==> src/rtl/rriot_timer.sv <==
// RRIOT interval timer: 8-bit down-counter with 1/8/64/1024 prescale, underflow flag and IRQ.
// Optional macro RRIOT_TIMER_IRQ_EN implements the irqen register; otherwise irq_n is tied high.
module rriot_timer (
   input  logic       clk,
   input  logic       rst_n,
   input  logic       enable,
   input  logic       we_n,
   input  logic [3:0] A,
   input  logic [7:0] DI,
   output logic [7:0] DO,
   output logic       OE,
   output logic       irq_n
);
   localparam int unsigned CNT_W = 8;
   localparam int unsigned PRE_W = 10;

   typedef enum logic {ST_PRESCALED = 1'b0, ST_FAST = 1'b1} state_t;

   state_t           state_q, state_d;
   logic [CNT_W-1:0] count_q, count_d;
   logic [1:0]       div_sel_q, div_sel_d;
   logic [PRE_W-1:0] pre_q, pre_d;
   logic             flag_q, flag_d;
   logic [7:0]       do_d;
   logic             oe_d;

   logic sel_c, wr_c, rd_cnt_c, rd_sts_c, tick_c, underflow_c;

   // Prescaler reload value (divider minus one) for a select code
   function automatic logic [PRE_W-1:0] div_m1(input logic [1:0] sel);
      case (sel)
         2'b00:   div_m1 = PRE_W'(0);
         2'b01:   div_m1 = PRE_W'(7);
         2'b10:   div_m1 = PRE_W'(63);
         default: div_m1 = PRE_W'(1023);
      endcase
   endfunction

   assign sel_c       = enable & A[2];
   assign wr_c        = sel_c & ~we_n;
   assign rd_cnt_c    = sel_c & we_n & ~A[0];
   assign rd_sts_c    = sel_c & we_n & A[0];
   assign tick_c      = (pre_q == '0) || (state_q == ST_FAST);
   assign underflow_c = tick_c && (count_q == '0);

   always_ff @(negedge clk or negedge rst_n) begin
      if (!rst_n) state_q <= ST_PRESCALED;
      else        state_q <= state_d;
   end

   // A write always returns to prescaled mode, even on the underflow edge
   always_comb begin
      state_d = state_q;
      if (wr_c)             state_d = ST_PRESCALED;
      else if (underflow_c) state_d = ST_FAST;
   end

   always_comb begin
      count_d   = count_q;
      div_sel_d = div_sel_q;
      pre_d     = pre_q;
      flag_d    = flag_q;
      do_d      = '0;
      oe_d      = 1'b0;
      if (wr_c) begin
         count_d   = DI;
         div_sel_d = A[1:0];
         pre_d     = div_m1(A[1:0]);
         flag_d    = 1'b0;
      end else begin
         if (tick_c) begin
            pre_d   = (state_q == ST_FAST) ? '0 : div_m1(div_sel_q);
            count_d = count_q - CNT_W'(1);
         end else begin
            pre_d = pre_q - PRE_W'(1);
         end
         // Underflow beats the flag clear of a simultaneous count read
         if (rd_cnt_c)    flag_d = 1'b0;
         if (underflow_c) flag_d = 1'b1;
         if (rd_cnt_c) begin
            do_d = count_q;
            oe_d = 1'b1;
         end else if (rd_sts_c) begin
            do_d = {flag_q, 7'b0};
            oe_d = 1'b1;
         end
      end
   end

   always_ff @(negedge clk or negedge rst_n) begin
      if (!rst_n) begin
         count_q   <= '0;
         div_sel_q <= 2'b00;
         pre_q     <= '0;
         flag_q    <= 1'b0;
         DO        <= '0;
         OE        <= 1'b0;
      end else begin
         count_q   <= count_d;
         div_sel_q <= div_sel_d;
         pre_q     <= pre_d;
         flag_q    <= flag_d;
         DO        <= do_d;
         OE        <= oe_d;
      end
   end

`ifdef RRIOT_TIMER_IRQ_EN
   logic irqen_q, irqen_d;

   always_comb begin
      irqen_d = irqen_q;
      if (wr_c || rd_cnt_c) irqen_d = A[3];
   end

   always_ff @(negedge clk or negedge rst_n) begin
      if (!rst_n) irqen_q <= 1'b0;
      else        irqen_q <= irqen_d;
   end

   assign irq_n = ~(flag_q & irqen_q);
`else
   logic unused_a3;
   assign unused_a3 = A[3];
   assign irq_n     = 1'b1;
`endif

endmodule
==> config.mk <==
export PLATFORM = sky130hd
export DESIGN_NAME = rriot_timer
export DESIGN_NICKNAME = d
export VERILOG_FILES = /design/src/rtl/rriot_timer.sv
export SDC_FILE = /design/constraint.sdc
export NUM_CORES = 1
export LEC_CHECK = 0
export BUFFER_PORTS_ARGS = -buffer_cell sky130_fd_sc_hd__clkbuf_2
export CAP_MARGIN = 5
export CORE_MARGIN = 5
export CORE_UTILIZATION = 58
export CTS_CLUSTER_SIZE = 20
export DETAILED_ROUTE_END_ITERATION = 8
export GPL_TIMING_DRIVEN = 0
export PLACE_DENSITY = 0.82
export SYNTH_ARGS = -nofsm -noshare
export SYNTH_HDL_FRONTEND = slang
export SYNTH_SLANG_ARGS = --single-unit
export TNS_END_PERCENT = 20
==> constraint.sdc <==
create_clock -name clk -period 3.5 [get_ports clk]
set_input_delay 1.05 -clock clk [delete_from_list [all_inputs] [get_ports clk]]
set_output_delay 1.05 -clock clk [all_outputs]
set_load 0.02 [all_outputs]
Yosys cells after proc, flatten, opt, wreduce, memory -nomap -nowiden
Index checks and enable logic that the tools add are counted.

Memory bits (read-only): 0. Word-level logic and storage cells: 47. Bits in registers: 31. Input bits: 16. Memories: 0. Output and inout bits: 10. Bits in writable memories: 0. Bits in latches: 0.

Multiply operators: 0. Add/sub/neg operators: 2. Bitwise logic cells: 7. Shift-type cells: 0. Divide/modulo/power cells: 0. Reductions and logical operators: 9. Equality and inequality tests: 4. $lt $le $gt $ge: 0. Muxes and demuxes: 18.

Operators with widths (count): 10-bit one-hot mux with 3 select lines (2); 8-bit 2-to-1 mux (5); 10-bit 2-to-1 mux (3); 10-bit logical NOT (1); 10-bit by 1-bit subtractor with 10-bit output, second input constant (1); 8-bit logical NOT (1); 1-bit 2-to-1 mux (8); 8-bit by 1-bit subtractor with 8-bit output, second input constant (1); 1-bit AND (5); 2-bit by 1-bit == test with 1-bit output, second input constant (2); 2-bit == test, second input constant (2); 2-bit logical NOT (2); 2-bit nonzero test (2); 3-bit nonzero test (1); 1-bit inverter (2); 1-bit logical AND (1); 1-bit logical OR (1).

Logic depth before layout (Yosys ltp)
Depth after elaboration: 6. Gate-level depth with buffers: 7. Gate-level depth less buffers: 6.

==> metrics.txt <==
post-DP HPWL 2.300 mm; net count after synthesis 166; maximum VDD drop 0.4296 mV; Post-Route WL 3.392 mm; failing checks negative setup slack; status finished, violations left; power density cells 559.3 mW/mm^2; worst skew pair latency 0.31 ns; Finished Core Util 0.7510; CTS Hold Bufs 0; Post-synth EDFFs 0; RSZ-0062 raised after global routing true; global-route wire length before repair 6.051 mm; total gr overflow 0; Worst Hold Class reg -> reg; data required time of the critical path 2.45 ns; Die Wd 60.69 um; Critical Path AT 2.63 ns; DR iter-0 viols 62; Max-slew headroom 0.4960; # setup viols final 16; max-slew violations 0; Post-Syn Area per Cell 10.14 sq um; std cell rows 18; vias per std cell 5.821; cts bufs inserted 5; Final Skew 0.01090 ns; Mapped Cells 147; n_diodes 0; slew at the pin closest to its max-slew limit 0.7560 ns; top cells by area, synth dfrtn_1 (52%), o21ai_0 (5.0%), nor2_1 (3.5%); most common cell in the netlist dfrtn_1; crit-path cells clkbuf_8; finished layout cell area 0.001861 sq mm; Critical Path Max Stage Delay 0.42 ns; placed instance area 0.001673 sq mm; Critical Path End Type output pin; vias in the first global route 1288; fillers 175; proportion of layout cells with a drive suffix above 1 0.2599; reg-to-reg slack, setup 1.46 ns; WP buf/inv 1; ys async rst share 1.000; Synth Warn # 0; CTS tree yes; core box area 0.002477 sq mm; family with the most delay on the worst path flip-flops; die area 0.003683 sq mm; TritonRoute pass-1 iters 4; GRT Total Usage 0.2213; final net count 197; startpoint types register; Port Buffers 22; max capacitance violation total 0; Routed WL per cell 16.39 um; drt drc 0; Initial Util 0.6015; clk buf depth 2; Yosys top cell area share 0.5206; number of nets with antenna violations after routing 0; pin count of the biggest net entering global routing 32; Yosys cell types 36; most common library cells after synthesis dfrtn_1 (31), o21ai_0 (15), nor2_1 (14); H-tree depth 2; area delta synth->final 24.85%; Total Power 1041 uW; Lkg Pwr 0.0008271 uW; CP max stage cell dfrtn_1; sequential share of the synthesized area 0.5206; Final Hold Viols 0; Mapped Area 0.001490 sq mm; Main synth FF type dfrtn_1; clock sink count 31; post-synthesis register bit count 31; clk root buf clkbuf_4; Die H 60.69 um; Critical Path Fanout Max 1; GPL Wtd Cong 0.7194; Ports 26; most area-hungry cell type in the Yosys netlist dfrtn_1; clock-pin slew on the worst setup and hold paths 0.07 ns; via count 1205; antenna violations before repair 0; crit path kind reg -> out; Setup WS post-layout -0.1778 ns
-- kinds of logic (layout without fill, tap and decap cells) --
family | Yosys count | in the layout | synth area share
other | 1 | 1 | 0.002516
flip-flops | 31 | 31 | 0.5206
AND/OR/NAND/NOR | 57 | 57 | 0.2200
AO/OA/AOI/OAI | 33 | 33 | 0.1369
buffers and inverters | 12 | 42 | 0.03526
XOR/XNOR | 9 | 9 | 0.05289
multiplexers | 1 | 1 | 0.006717
adder cells (fa/ha/maj) | 3 | 3 | 0.02519
-- cell usage in the layout (no fill, tap or decap), types with 2 or more instances in the layout --
cell type | synthesis | final
clkbuf_2 | 0 | 11
o21ai_1 | 0 | 7
o31ai_1 | 3 | 3
o21ai_0 | 15 | 5
or4_1 | 3 | 3
nor4_1 | 2 | 2
or3_1 | 6 | 5
o21ai_2 | 0 | 3
buf_4 | 2 | 4
clkbuf_8 | 0 | 10
nand2b_1 | 2 | 2
and2_1 | 6 | 5
a21oi_1 | 3 | 2
clkbuf_1 | 4 | 2
inv_1 | 6 | 6
clkbuf_4 | 0 | 5
nand3_1 | 3 | 3
xnor2_1 | 5 | 5
a31oi_1 | 7 | 7
nor3_1 | 3 | 3
ha_1 | 3 | 3
buf_6 | 0 | 3
xor2_1 | 4 | 4
dfrtn_1 | 31 | 31
nand2_1 | 8 | 8
nor2_1 | 14 | 14
-- layout make-up --
cell class                 instances  area [sq um]  area share
buffer                             6         52.55     0.02824
inverter                           6         22.52     0.01210
clock buffer                       6         41.29     0.02219
multi-input combinational        104         708.2      0.3806
timing repair buffer              24         222.7      0.1197
sequential                        31         775.7      0.4169
tap                               30         37.54     0.02017
-- flip-flops by register name (all words and copies together) (netlist names) --
name,cells
pre_q,10
flag_q,1
OE,1
div_sel_q,2
count_q,8
DO,8
state_q,1
-- repair_timing --
action                                  in CTS  in global routing
gates resized for setup                     23                  7
setup buffers                                2                  0
hold endpoints to repair                     0                  0
endpoints found under the setup margin      26                 19
pin swaps                                    1                  0
-- where the power goes --
group	internal, uW	switching, uW	leakage, uW
sequential	447	86.6	0.000386
clock	71.4	111	0.0000242
combinational	152	173	0.000417
-- routing by layer --
metal,GRT usage,part of all wire
met2,0.3832,0.53
met3,0.05745,0.058
met5,0,0
met1,0.2691,0.39
met4,0.07121,0.015
-- through the flow --
step | std cells | worst slack [ns] | hold slack, ns | TNS [ns]
after floorplan | 147 | -0.1690 | 0.3847 | -2.728
after global placement | 199 | -0.4797 | 0.4067 | -8.775
after detailed placement | 199 | -0.5440 | 0.4131 | -9.722
after CTS | 207 | -0.1630 | 0.4173 | -1.525
after global routing | 207 | -0.2142 | 0.4458 | -2.219
final | 207 | -0.1778 | 0.4125 | -1.528
-- final timing paths --
kind / startpoint / to / cells past startpoint
max in group asynchronous: rst_n / div_sel_q[1] / 1
min in group asynchronous: rst_n / pre_q[9] / 1
hold reg to reg: pre_q[0] / pre_q[0] / 1
setup / recovery: DO[0] / DO[0] / 1
hold / removal: pre_q[0] / pre_q[0] / 1
setup reg to reg: pre_q[0] / count_q[3] / 7
No activity file was read; power rests on OpenSTA's default activity.
